File: config.mk
export PLATFORM = sky130hd
export DESIGN_NAME = id_ex_stage
export DESIGN_NICKNAME = d
export VERILOG_FILES = /design/src/rtl/cpu_pkg.sv /design/src/rtl/fwd_sel.sv /design/src/rtl/id_ex_stage.sv
export SDC_FILE = /design/constraint.sdc
export NUM_CORES = 1
export LEC_CHECK = 0
export ABC_AREA = 1
export ABC_CLOCK_PERIOD_IN_PS = 17960
export CORE_MARGIN = 4
export CORE_UTILIZATION = 30
export CTS_BUF_LIST = sky130_fd_sc_hd__clkbuf_8
export CTS_CLUSTER_DIAMETER = 80
export DETAILED_ROUTE_END_ITERATION = 7
export PLACE_DENSITY = 0.6
export SETUP_SLACK_MARGIN = 0.1
export SYNTH_ARGS = -nofsm -noshare
export SYNTH_HDL_FRONTEND = slang
export SYNTH_SLANG_ARGS = --single-unit
File: constraint.sdc
create_clock -name clk -period 17.96 [get_ports clk]
set_input_delay 3.592 -clock clk [delete_from_list [all_inputs] [get_ports clk]]
set_output_delay 3.592 -clock clk [all_outputs]
set_load 0.02 [all_outputs]
File: src/rtl/cpu_pkg.sv
// Shared CPU definitions: default datapath widths and EX operand-forward select codes.
package cpu_pkg;

  localparam int unsigned DATA_W = 32;
  localparam int unsigned REG_AW = 5;

  localparam logic [1:0] FWD_ID    = 2'b00;  // operand from ID/EX register
  localparam logic [1:0] FWD_EXMEM = 2'b01;  // operand from EX/MEM result
  localparam logic [1:0] FWD_MEMWB = 2'b10;  // operand from MEM/WB result

endpackage : cpu_pkg

File: src/rtl/fwd_sel.sv
// Per-operand forward select: picks the youngest in-flight producer of i_src.
module fwd_sel
  import cpu_pkg::*;
#(
  parameter int unsigned AW = REG_AW
) (
  input  logic [AW-1:0] i_src,
  input  logic [AW-1:0] i_exmem_rd,
  input  logic          i_exmem_we,
  input  logic [AW-1:0] i_memwb_rd,
  input  logic          i_memwb_we,
  output logic [1:0]    o_sel_c
);

  logic w_exmem_hit;
  logic w_memwb_hit;

  // x0 is hardwired zero, so it never has a producer worth forwarding.
  assign w_exmem_hit = i_exmem_we && (i_exmem_rd != '0) && (i_exmem_rd == i_src);
  assign w_memwb_hit = i_memwb_we && (i_memwb_rd != '0) && (i_memwb_rd == i_src);

  // EX/MEM holds the newer value, so it wins over MEM/WB.
  always_comb begin
    o_sel_c = FWD_ID;
    if (w_exmem_hit) begin
      o_sel_c = FWD_EXMEM;
    end else if (w_memwb_hit) begin
      o_sel_c = FWD_MEMWB;
    end
  end

endmodule : fwd_sel

File: src/rtl/id_ex_stage.sv
// ID/EX pipeline register with load-use stall, flush bubbles, WB read bypass,
// EX forward-select generation and saturating bubble counters.
module id_ex_stage #(
  parameter int unsigned DATA_W = cpu_pkg::DATA_W,
  parameter int unsigned CTRL_W = 8,
  parameter int unsigned REG_AW = cpu_pkg::REG_AW,
  parameter int unsigned CNT_W  = 16
) (
  input  logic              clk,
  input  logic              rst,
  input  logic              id_valid,
  input  logic [DATA_W-1:0] id_pc,
  input  logic [REG_AW-1:0] id_rs1,
  input  logic [REG_AW-1:0] id_rs2,
  input  logic [REG_AW-1:0] id_rd,
  input  logic [DATA_W-1:0] id_rs1_data,
  input  logic [DATA_W-1:0] id_rs2_data,
  input  logic [DATA_W-1:0] id_imm,
  input  logic [CTRL_W-1:0] id_ctrl,
  input  logic              id_mem_read,
  input  logic              id_reg_write,
  input  logic              flush,
  input  logic [REG_AW-1:0] exmem_rd,
  input  logic              exmem_reg_write,
  input  logic [REG_AW-1:0] memwb_rd,
  input  logic              memwb_reg_write,
  input  logic [DATA_W-1:0] wb_data,
  output logic              stall,
  output logic              ex_valid,
  output logic [DATA_W-1:0] ex_pc,
  output logic [REG_AW-1:0] ex_rs1,
  output logic [REG_AW-1:0] ex_rs2,
  output logic [REG_AW-1:0] ex_rd,
  output logic [DATA_W-1:0] ex_rs1_data,
  output logic [DATA_W-1:0] ex_rs2_data,
  output logic [DATA_W-1:0] ex_imm,
  output logic [CTRL_W-1:0] ex_ctrl,
  output logic              ex_mem_read,
  output logic              ex_reg_write,
  output logic [1:0]        fwd_a,
  output logic [1:0]        fwd_b,
  output logic [CNT_W-1:0]  stall_cnt,
  output logic [CNT_W-1:0]  flush_cnt
);

  localparam logic [CNT_W-1:0] CNT_MAX = {CNT_W{1'b1}};

  logic              r_ex_valid;
  logic [DATA_W-1:0] r_ex_pc;
  logic [REG_AW-1:0] r_ex_rs1;
  logic [REG_AW-1:0] r_ex_rs2;
  logic [REG_AW-1:0] r_ex_rd;
  logic [DATA_W-1:0] r_ex_rs1_data;
  logic [DATA_W-1:0] r_ex_rs2_data;
  logic [DATA_W-1:0] r_ex_imm;
  logic [CTRL_W-1:0] r_ex_ctrl;
  logic              r_ex_mem_read;
  logic              r_ex_reg_write;
  logic [CNT_W-1:0]  r_stall_cnt;
  logic [CNT_W-1:0]  r_flush_cnt;

  logic w_luh;
  logic w_rs1_byp;
  logic w_rs2_byp;

  // Load in EX whose destination is read by the instruction in decode.
  assign w_luh = r_ex_valid && r_ex_mem_read && id_valid && (r_ex_rd != '0) &&
                 ((r_ex_rd == id_rs1) || (r_ex_rd == id_rs2));

  // A flush kills the dependent instruction anyway, so no stall is needed.
  assign stall = w_luh && !flush;

  // Regfile write in the same cycle is not yet visible on the read ports.
  assign w_rs1_byp = memwb_reg_write && (memwb_rd != '0) && (memwb_rd == id_rs1);
  assign w_rs2_byp = memwb_reg_write && (memwb_rd != '0) && (memwb_rd == id_rs2);

  // Control half of the pipeline register: bubbles clear these.
  always_ff @(posedge clk or posedge rst) begin
    if (rst) begin
      r_ex_valid     <= 1'b0;
      r_ex_ctrl      <= '0;
      r_ex_mem_read  <= 1'b0;
      r_ex_reg_write <= 1'b0;
    end else if (flush || w_luh) begin
      r_ex_valid     <= 1'b0;
      r_ex_ctrl      <= '0;
      r_ex_mem_read  <= 1'b0;
      r_ex_reg_write <= 1'b0;
    end else begin
      r_ex_valid     <= id_valid;
      r_ex_ctrl      <= id_ctrl;
      r_ex_mem_read  <= id_mem_read;
      r_ex_reg_write <= id_reg_write;
    end
  end

  // Data half of the pipeline register: left stale across bubbles.
  always_ff @(posedge clk or posedge rst) begin
    if (rst) begin
      r_ex_pc       <= '0;
      r_ex_rs1      <= '0;
      r_ex_rs2      <= '0;
      r_ex_rd       <= '0;
      r_ex_rs1_data <= '0;
      r_ex_rs2_data <= '0;
      r_ex_imm      <= '0;
    end else if (!flush && !w_luh) begin
      r_ex_pc       <= id_pc;
      r_ex_rs1      <= id_rs1;
      r_ex_rs2      <= id_rs2;
      r_ex_rd       <= id_rd;
      r_ex_rs1_data <= w_rs1_byp ? wb_data : id_rs1_data;
      r_ex_rs2_data <= w_rs2_byp ? wb_data : id_rs2_data;
      r_ex_imm      <= id_imm;
    end
  end

  // Saturating bubble counters; flush takes priority over load-use.
  always_ff @(posedge clk or posedge rst) begin
    if (rst) begin
      r_stall_cnt <= '0;
      r_flush_cnt <= '0;
    end else if (flush) begin
      if (r_flush_cnt != CNT_MAX) begin
        r_flush_cnt <= r_flush_cnt + CNT_W'(1);
      end
    end else if (w_luh) begin
      if (r_stall_cnt != CNT_MAX) begin
        r_stall_cnt <= r_stall_cnt + CNT_W'(1);
      end
    end
  end

  fwd_sel #(.AW(REG_AW)) u_fwd_a (
    .i_src      (r_ex_rs1),
    .i_exmem_rd (exmem_rd),
    .i_exmem_we (exmem_reg_write),
    .i_memwb_rd (memwb_rd),
    .i_memwb_we (memwb_reg_write),
    .o_sel_c    (fwd_a)
  );

  fwd_sel #(.AW(REG_AW)) u_fwd_b (
    .i_src      (r_ex_rs2),
    .i_exmem_rd (exmem_rd),
    .i_exmem_we (exmem_reg_write),
    .i_memwb_rd (memwb_rd),
    .i_memwb_we (memwb_reg_write),
    .o_sel_c    (fwd_b)
  );

  assign ex_valid     = r_ex_valid;
  assign ex_pc        = r_ex_pc;
  assign ex_rs1       = r_ex_rs1;
  assign ex_rs2       = r_ex_rs2;
  assign ex_rd        = r_ex_rd;
  assign ex_rs1_data  = r_ex_rs1_data;
  assign ex_rs2_data  = r_ex_rs2_data;
  assign ex_imm       = r_ex_imm;
  assign ex_ctrl      = r_ex_ctrl;
  assign ex_mem_read  = r_ex_mem_read;
  assign ex_reg_write = r_ex_reg_write;
  assign stall_cnt    = r_stall_cnt;
  assign flush_cnt    = r_flush_cnt;

endmodule : id_ex_stage

==> results.json, run 1 <==
{
  "status": "finished, final reports clean",
  "row_count": 63,
  "rsz0062_at_grt": "no",
  "min_path_cells": 2,
  "p_int_w": 0.0007414,
  "portBuffers": 391,
  "cts_tree": "built",
  "p_sw_frac": 0.3268,
  "netlist_instances": 1189,
  "place_inst": 1919,
  "place_area_um2": 13200,
  "r2r_cells": 11,
  "dpl.hpwl_um": 23540,
  "maxCapViolations": 0,
  "final_common_cell": "nand2_1",
  "root_buffer": "clkbuf_8",
  "post-route-drc-count": 0,
  "ys_seq_area_frac": 0.5188,
  "ys_ff_latch": 186,
  "clock_path_buffers": 2,
  "multi_input_area_um2": 3884,
  "wl_per_cell_um": 16.82,
  "ios": 392,
  "vias_per_cell": 4.463,
  "fp.coreArea_um2": 29560,
  "die_x_um": 180.9,
  "area_growth_pct": 52.10,
  "leakagePower_nw": 6.649,
  "grt_pass1_wl_um": 51470,
  "firstDrtPassIters": 5,
  "final_layout_size_suffix_gt1_frac": 0.03331,
  "cp-endpoint": "fwd_a[0]",
  "crit_path_start": "exmem_rd[3]",
  "seqCellArea_um2": 4654,
  "criticalPathCategory": "primary input to output port",
  "grt_pass1_vias": 8962,
  "setup-tns-final_ps": 0,
  "min_path_type": "register to register",
  "cts_buffers": 17,
  "syn-mean-instance-area_um2": 7.546,
  "hold_viol_final": 0,
  "clkSlewWorstSetupHoldPaths_ps": 90,
  "arrival_ps": 5530,
  "num-fill-cells": 2907,
  "cts_hold_buf": 0,
  "worst_pin_slew_ps": 1010,
  "timing.rr.start": "ex_rd[4]$_DFFE_PP0P_",
  "gp_congestion": 0.8788,
  "grt-ovfl-total": 0,
  "setup_violations": 0,
  "fmax_mhz": 109.6,
  "ant_nets": 0,
  "post_cts_buffers": 0,
  "h-tree-depth": 4,
  "finalCriticalPeriod_ps": 9121,
  "layout_common_cells": "nand2_1 (664), clkdlybuf4s50_1 (391), dfrtp_1 (186)",
  "die_y_um": 180.9,
  "comb_power_share": 0.266,
  "clkPwrFrac": 0.287,
  "drtIter0Drc": 587,
  "ir_drop_uv": 65.23,
  "finalPower_w": 0.001101,
  "final_cell_area_um2": 13650,
  "crit_path_end_kind": "output port",
  "drv_slew": 0,
  "fin_nets": 1751,
  "syn_area_um2": 8972,
  "fin_worst_skew_ps": 17.40,
  "required_ps": 14370,
  "cts.sinks": 186,
  "powerDensity_nw_per_um2": 80.70,
  "die-area_um2": 32740,
  "regToRegSetupSlack_ps": 14690,
  "antenna_found_initial": 3,
  "start_kind": "primary input",
  "fin_cells": 1953,
  "track_usage": 0.1981,
  "layout_worst_path_cycle_share": 0.5078,
  "reg2reg_to": "ex_rs1_data[7]$_DFFE_PP0P_",
  "wl_um": 32860,
  "worst_skew_pair.late_latency_ps": 480,
  "num_vias": 8716,
  "ys_warn_count": 0,
  "relSlewSlack": 0.3250,
  "synth_cell_types": 20,
  "syn_nets": 1392,
  "start_util": 0.3035,
  "pwr-share-seq": 0.448,
  "crit_fanout": 3,
  "p_sw_w": 0.0003600,
  "cts.repair.resized": 0,
  "grt_max_degree": 133
}
## metal layers
| metal | GRT usage | vias to the layer above | wire length [µm] |
|---|---|---|---|
| met5 | 0 | - | 8 |
| met2 | 0.3257 | 302 | 15460 |
| met3 | 0.07006 | 35 | 2890 |
| li1 | - | 4351 | - |
| met4 | 0.05824 | 2 | 715 |
| met1 | 0.2470 | 4026 | 13780 |
## cell usage after synthesis, drive strengths merged
master / count / share of area
xnor2: 30 / 0.029
nor2: 47 / 0.020
nor4: 2 / 0.0014
dfrtp: 186 / 0.52
nand2: 665 / 0.28
nand3: 82 / 0.046
xor2: 31 / 0.030
buf: 39 / 0.023
inv: 50 / 0.021
nand4: 10 / 0.0070
ha: 2 / 0.0028
clkbuf: 20 / 0.0084
o21ai: 14 / 0.0078
nor3: 10 / 0.0056
nand3b: 1 / 0.00084
## power by group through the flow
stage	Sequential (W)	Clock (W)	Combinational, W
floorplan	0.000545	0	0.0000857
global placement	0.000500	0	0.000296
detailed placement	0.000501	0	0.000297
CTS	0.000493	0.000331	0.000298
global route	0.000500	0.000348	0.000317
finish	0.000493	0.000316	0.000293
## final cells by class
type | instances | share of cell area
diodes | 2 | 0.0003667
clock buffers | 17 | 0.01714
clock inverters | 15 | 0.01540
inverters | 50 | 0.01449
multi-input cells | 894 | 0.2846
flip-flops and latches | 186 | 0.3411
well taps | 390 | 0.03576
repair buffers | 399 | 0.2912
## worst max-delay path, stage by stage
cell and delay [ps]:
clkdlybuf4s50_1 540, nor2_1 70, nand2_1 60, o21ai_0 100
nor4_1 470, clkdlybuf4s50_1 700
## logic make-up (layout without fill, tap and decap cells)
kind of cell / Yosys count / after routing / synth area share
simple gates: 817 / 817 / 0.3589
flops: 186 / 186 / 0.5188
buf+inv: 109 / 481 / 0.05215
xor+xnor: 61 / 61 / 0.05955
compound gates: 14 / 14 / 0.007810
fa+ha+maj: 2 / 2 / 0.002789
other cells: 0 / 2 / 0
## worst min path at each step
stage	endpoint	from	slack (ps)
after global placement	ex_rs2_data[0]$_DFFE_PP0P_	ex_rs2_data[0]$_DFFE_PP0P_	460
after detailed placement	ex_rs1_data[28]$_DFFE_PP0P_	ex_rs1_data[28]$_DFFE_PP0P_	460
final	ex_rs1_data[21]$_DFFE_PP0P_	ex_rs1_data[21]$_DFFE_PP0P_	480
after CTS	ex_rs1_data[24]$_DFFE_PP0P_	ex_rs1_data[24]$_DFFE_PP0P_	490
after global routing	ex_rs2_data[12]$_DFFE_PP0P_	ex_rs2_data[12]$_DFFE_PP0P_	510
after floorplan	ex_imm[10]$_DFFE_PP0P_	ex_imm[10]$_DFFE_PP0P_	590
## flip-flops by register name, indices dropped and copies added, names as in the netlist
register      count
ex_ctrl           8
ex_imm           32
ex_mem_read       1
ex_pc            32
ex_rd             5
ex_reg_write      1
ex_rs1            5
ex_rs1_data      32
ex_rs2            5
ex_rs2_data      32
ex_valid          1
flush_cnt        16
stall_cnt        16
## through the flow
step	setup WS, ps	hold slack, ps	utilization
finish	8839	484.4	0.4617
global placement	8881	461.7	0.4465
floorplan	9311	589.1	-
CTS	8827	489.5	0.4615
detailed placement	8830	464.1	0.4465
global route	8769	505.7	0.4617
No activity file was read; power rests on OpenSTA's default activity.
==> inputs of run 2 (changes only) <==
ABC_CLOCK_PERIOD_IN_PS = 8900   (was 17960)
clock period = 8.9 ns   (was 17.96 ns; I/O delays follow)
==> results.json, run 2 (synthesis gave the netlist of run 1 again) <==
{
  "status": "finished, final reports clean",
  "gp_congestion": 0.9143,
  "cts_tree": "built",
  "grt_pass1_wl_um": 50880,
  "grt-ovfl-total": 0,
  "pre_cts_ws_ps": 3364,
  "start_kind": "primary input",
  "cts.sinks": 186,
  "drv_slew": 0,
  "ant_nets": 0,
  "start_util": 0.3035,
  "vias_per_cell": 4.493,
  "powerDensity_nw_per_um2": 159.8,
  "crit_path_end_kind": "output port",
  "layout_common_cells": "nand2_1 (664), clkdlybuf4s50_1 (391), dfrtp_1 (186)",
  "crit_fanout": 3,
  "die_x_um": 180.9,
  "post_cts_buffers": 0,
  "post-route-drc-count": 0,
  "arrival_ps": 3690,
  "ios": 392,
  "firstDrtPassIters": 4,
  "fin_util": 0.4596,
  "fin_nets": 1750,
  "die_y_um": 180.9,
  "fp.coreArea_um2": 29560,
  "antenna_found_initial": 2,
  "row_count": 63,
  "layout_worst_path_cycle_share": 0.6147,
  "grt_max_degree": 163,
  "fin_worst_skew_ps": 23.67,
  "dpl.hpwl_um": 23020,
  "leakagePower_nw": 6.631,
  "worst_slack_ps": 3429,
  "root_buffer": "clkbuf_8",
  "required_ps": 7120,
  "cts_hold_buf": 0,
  "drtIter0Drc": 489,
  "cts_buffers": 17,
  "min_path_type": "register to register",
  "clkSlewWorstSetupHoldPaths_ps": 100,
  "h-tree-depth": 4,
  "maxCapViolations": 0,
  "die-area_um2": 32740,
  "area_growth_pct": 51.40,
  "wl_per_cell_um": 16.78,
  "ir_drop_uv": 81.12,
  "relSlewSlack": 0.3006,
  "setup_violations": 0,
  "criticalPathCategory": "primary input to output port",
  "num_vias": 8765,
  "grt_pass1_vias": 8862,
  "worst_skew_pair.late_latency_ps": 480,
  "final_layout_size_suffix_gt1_frac": 0.03269,
  "wl_um": 32740,
  "fmax_mhz": 182.8,
  "setup-tns-final_ps": 0,
  "finalCriticalPeriod_ps": 5471,
  "cts.repair.resized": 0,
  "worst_pin_slew_ps": 1049,
  "portBuffers": 391,
  "rsz0062_at_grt": "no",
  "hold_viol_final": 0,
  "final_common_cell": "nand2_1",
  "clock_path_buffers": 2,
  "track_usage": 0.1957
}
run 2: worst paths after layout:
path | end | cells after the start | from | slack (ps)
hold / removal | ex_imm[10]$_DFFE_PP0P_ | 2 | ex_imm[10]$_DFFE_PP0P_ | 490
hold reg to reg | ex_imm[10]$_DFFE_PP0P_ | 2 | ex_imm[10]$_DFFE_PP0P_ | 490
setup reg to reg | ex_pc[26]$_DFFE_PP0P_ | 10 | ex_rd[1]$_DFFE_PP0P_ | 5260
min in group asynchronous | ex_ctrl[3]$_DFF_PP0_ | 2 | rst | 1910
max in group asynchronous | ex_imm[14]$_DFFE_PP0P_ | 3 | rst | 5530
setup / recovery | fwd_a[0] | 6 | exmem_rd[1] | 3430
run 2: stage by stage:
stage	instances	cell area [µm²]	hold slack [ps]	total power, W
2_1_floorplan	1189	8972	589.1	0.001272
3_3_place_gp	1918	13190	461.4	0.001605
3_5_place_dp	1918	13190	464.2	0.001609
4_1_cts	1950	13580	491.2	0.002210
5_1_grt	1951	13580	509.7	0.002299
6_report	1951	13580	486.1	0.002171
run 2: area by class of cell:
class / instances / area [µm²]
antenna: 1 / 2.502
clock buffer: 17 / 234.0
clock inverter: 15 / 157.7
fill: 2979 / 15980
inverter: 50 / 197.7
multi-input combinational: 894 / 3884
sequential: 186 / 4654
tap: 390 / 488.0
timing repair buffer: 398 / 3966
run 2: worst max-delay path, cell delays in order:
cell and delay [ps]:
clkdlybuf4s50_1 550, nor2_1 70, nand2_1 50, o21ai_0 100
nor4_1 440, clkdlybuf4s50_1 700
run 2: routing by layer:
metal / track usage / part of all wire / up-vias / wire length, µm
li1: - / - / 4345 / -
met1: 0.2417 / 0.42 / 4063 / 13600
met2: 0.3239 / 0.48 / 322 / 15620
met3: 0.06805 / 0.085 / 33 / 2796
met4: 0.06064 / 0.022 / 2 / 718
met5: 0 / 0.00024 / - / 8
run 2: report_power, final:
group | switching, W | leakage [nW] | internal [W]
clock | 0.000351 | 0.196 | 0.000233
combinational | 0.000308 | 4.13 | 0.000282
sequential | 0.0000712 | 2.31 | 0.000925
total | 0.000730 | 6.63 | 0.00144
==> inputs of run 3 (changes only) <==
ABC_CLOCK_PERIOD_IN_PS = 4500   (was 8900)
PLACE_DENSITY = 0.63   (was 0.6)
clock period = 4.5 ns   (was 8.9 ns; I/O delays follow)
==> results.json, run 3 (synthesis gave the netlist of run 1 again) <==
{
  "final_common_cell": "nand2_1",
  "die-area_um2": 32740,
  "cts.sinks": 186,
  "leakagePower_nw": 6.670,
  "powerDensity_nw_per_um2": 311.6,
  "crit_fanout": 5,
  "start_util": 0.3035,
  "dpl.hpwl_um": 23540,
  "grt_pass1_wl_um": 51090,
  "finalCriticalPeriod_ps": 3785,
  "track_usage": 0.1956,
  "arrival_ps": 2880,
  "hold_viol_final": 0,
  "wl_um": 32550,
  "area_growth_pct": 52.01,
  "vias_per_cell": 4.494,
  "worst_skew_pair.late_latency_ps": 470,
  "rsz0062_at_grt": "no",
  "wl_per_cell_um": 16.63,
  "status": "finished, final reports clean",
  "cts_hold_buf": 0,
  "crit_path_start": "memwb_rd[1]",
  "relSlewSlack": 0.4660,
  "row_count": 63,
  "num-fill-cells": 2959,
  "hold_ws_ps": 484.8,
  "firstDrtPassIters": 5,
  "layout_common_cells": "nand2_1 (664), clkdlybuf4s50_1 (391), dfrtp_1 (186)",
  "cts_buffers": 17,
  "worst_pin_slew_ps": 801.0,
  "num_vias": 8795,
  "ios": 392,
  "drtIter0Drc": 467,
  "fin_nets": 1756,
  "fin_util": 0.4614,
  "min_path_type": "register to register",
  "cts.repair.resized": 0,
  "clkSlewWorstSetupHoldPaths_ps": 90,
  "cts_tree": "built",
  "place_inst": 1924,
  "ir_drop_uv": 134.8,
  "fin_cells": 1957,
  "maxCapViolations": 0,
  "post_cts_buffers": 0,
  "fmax_mhz": 264.2,
  "gp_congestion": 0.8846,
  "start_kind": "primary input",
  "die_y_um": 180.9,
  "root_buffer": "clkbuf_8",
  "fin_worst_skew_ps": 17.13,
  "grt_pass1_vias": 9053,
  "drv_slew": 0,
  "crit_path_end_kind": "output port",
  "ant_nets": 0,
  "criticalPathCategory": "primary input to output port",
  "post-route-drc-count": 0,
  "h-tree-depth": 4,
  "setup_violations": 0,
  "grt-ovfl-total": 0,
  "finalPower_w": 0.004250,
  "hold_path_startpoint": "ex_pc[24]$_DFFE_PP0P_",
  "clock_path_buffers": 2,
  "setup-tns-final_ps": 0,
  "die_x_um": 180.9,
  "final_layout_size_suffix_gt1_frac": 0.03512,
  "required_ps": 3600,
  "fp.coreArea_um2": 29560,
  "layout_worst_path_cycle_share": 0.8411,
  "portBuffers": 391,
  "antenna_found_initial": 1,
  "grt_max_degree": 162,
  "timing.rr.start": "ex_rd[0]$_DFFE_PP0P_"
}
-- run 3: changes by cell type in the layout (fill, tap and decap cells not counted), sizes merged --
| cell | before | now |
|---|---|---|
| inv | 57 | 55 |
| clkbuf | 17 | 18 |
| clkinv | 5 | 6 |
| buf | 7 | 13 |
-- run 3: power by group --
part / total (W) / switching, W / internal, W / leakage [nW]
clock: 0.00111 / 0.000651 / 0.000456 / 0.198
sequential: 0.00197 / 0.000137 / 0.00183 / 2.31
combinational: 0.00118 / 0.000613 / 0.000564 / 4.16
-- run 3: worst paths after layout --
| path | endpoint | slack, ps | cells past startpoint |
|---|---|---|---|
| min in group asynchronous | ex_imm[16]$_DFFE_PP0P_ | 1030 | 3 |
| hold reg to reg | ex_pc[24]$_DFFE_PP0P_ | 480 | 2 |
| hold / removal | ex_pc[24]$_DFFE_PP0P_ | 480 | 2 |
| setup / recovery | fwd_a[1] | 720 | 6 |
| setup reg to reg | ex_rs1[4]$_DFFE_PP0P_ | 2240 | 10 |
| max in group asynchronous | ex_rs1_data[27]$_DFFE_PP0P_ | 2840 | 3 |
-- run 3: layout make-up --
class / count / area, µm² / share of cell area
diodes: 1 / 2.502 / 0.0001835
clock buffers: 18 / 247.7 / 0.01816
clock inverters: 14 / 120.1 / 0.008807
inverters: 50 / 193.9 / 0.01422
multi-input cells: 894 / 3884 / 0.2847
flip-flops and latches: 186 / 4654 / 0.3413
well taps: 390 / 488.0 / 0.03578
repair buffers: 404 / 4049 / 0.2969
-- run 3: per-layer routing --
layer	global-route usage	part of all wire	vias to the layer above
met5	0	0	-
met2	0.3224	0.48	308
met3	0.06966	0.085	40
li1	-	-	4361
met4	0.06094	0.022	0
met1	0.2414	0.42	4086
-- run 3: critical path, stage by stage --
cell and delay, ps:
clkdlybuf4s50_1 570, xor2_1 240, nor3_1 250, nand4_1 120, nor2_1 180, clkdlybuf4s50_1 630
-- run 3: stage by stage --
| stage | worst slack [ps] | cell area [µm²] |
|---|---|---|
| 6_report | 715.2 | 13640 |
| 4_1_cts | 716.3 | 13640 |
| 3_3_place_gp | 800.1 | 13270 |
| 3_5_place_dp | 727.4 | 13270 |
| 5_1_grt | 653.3 | 13640 |
| 2_1_floorplan | 1207 | 8976 |
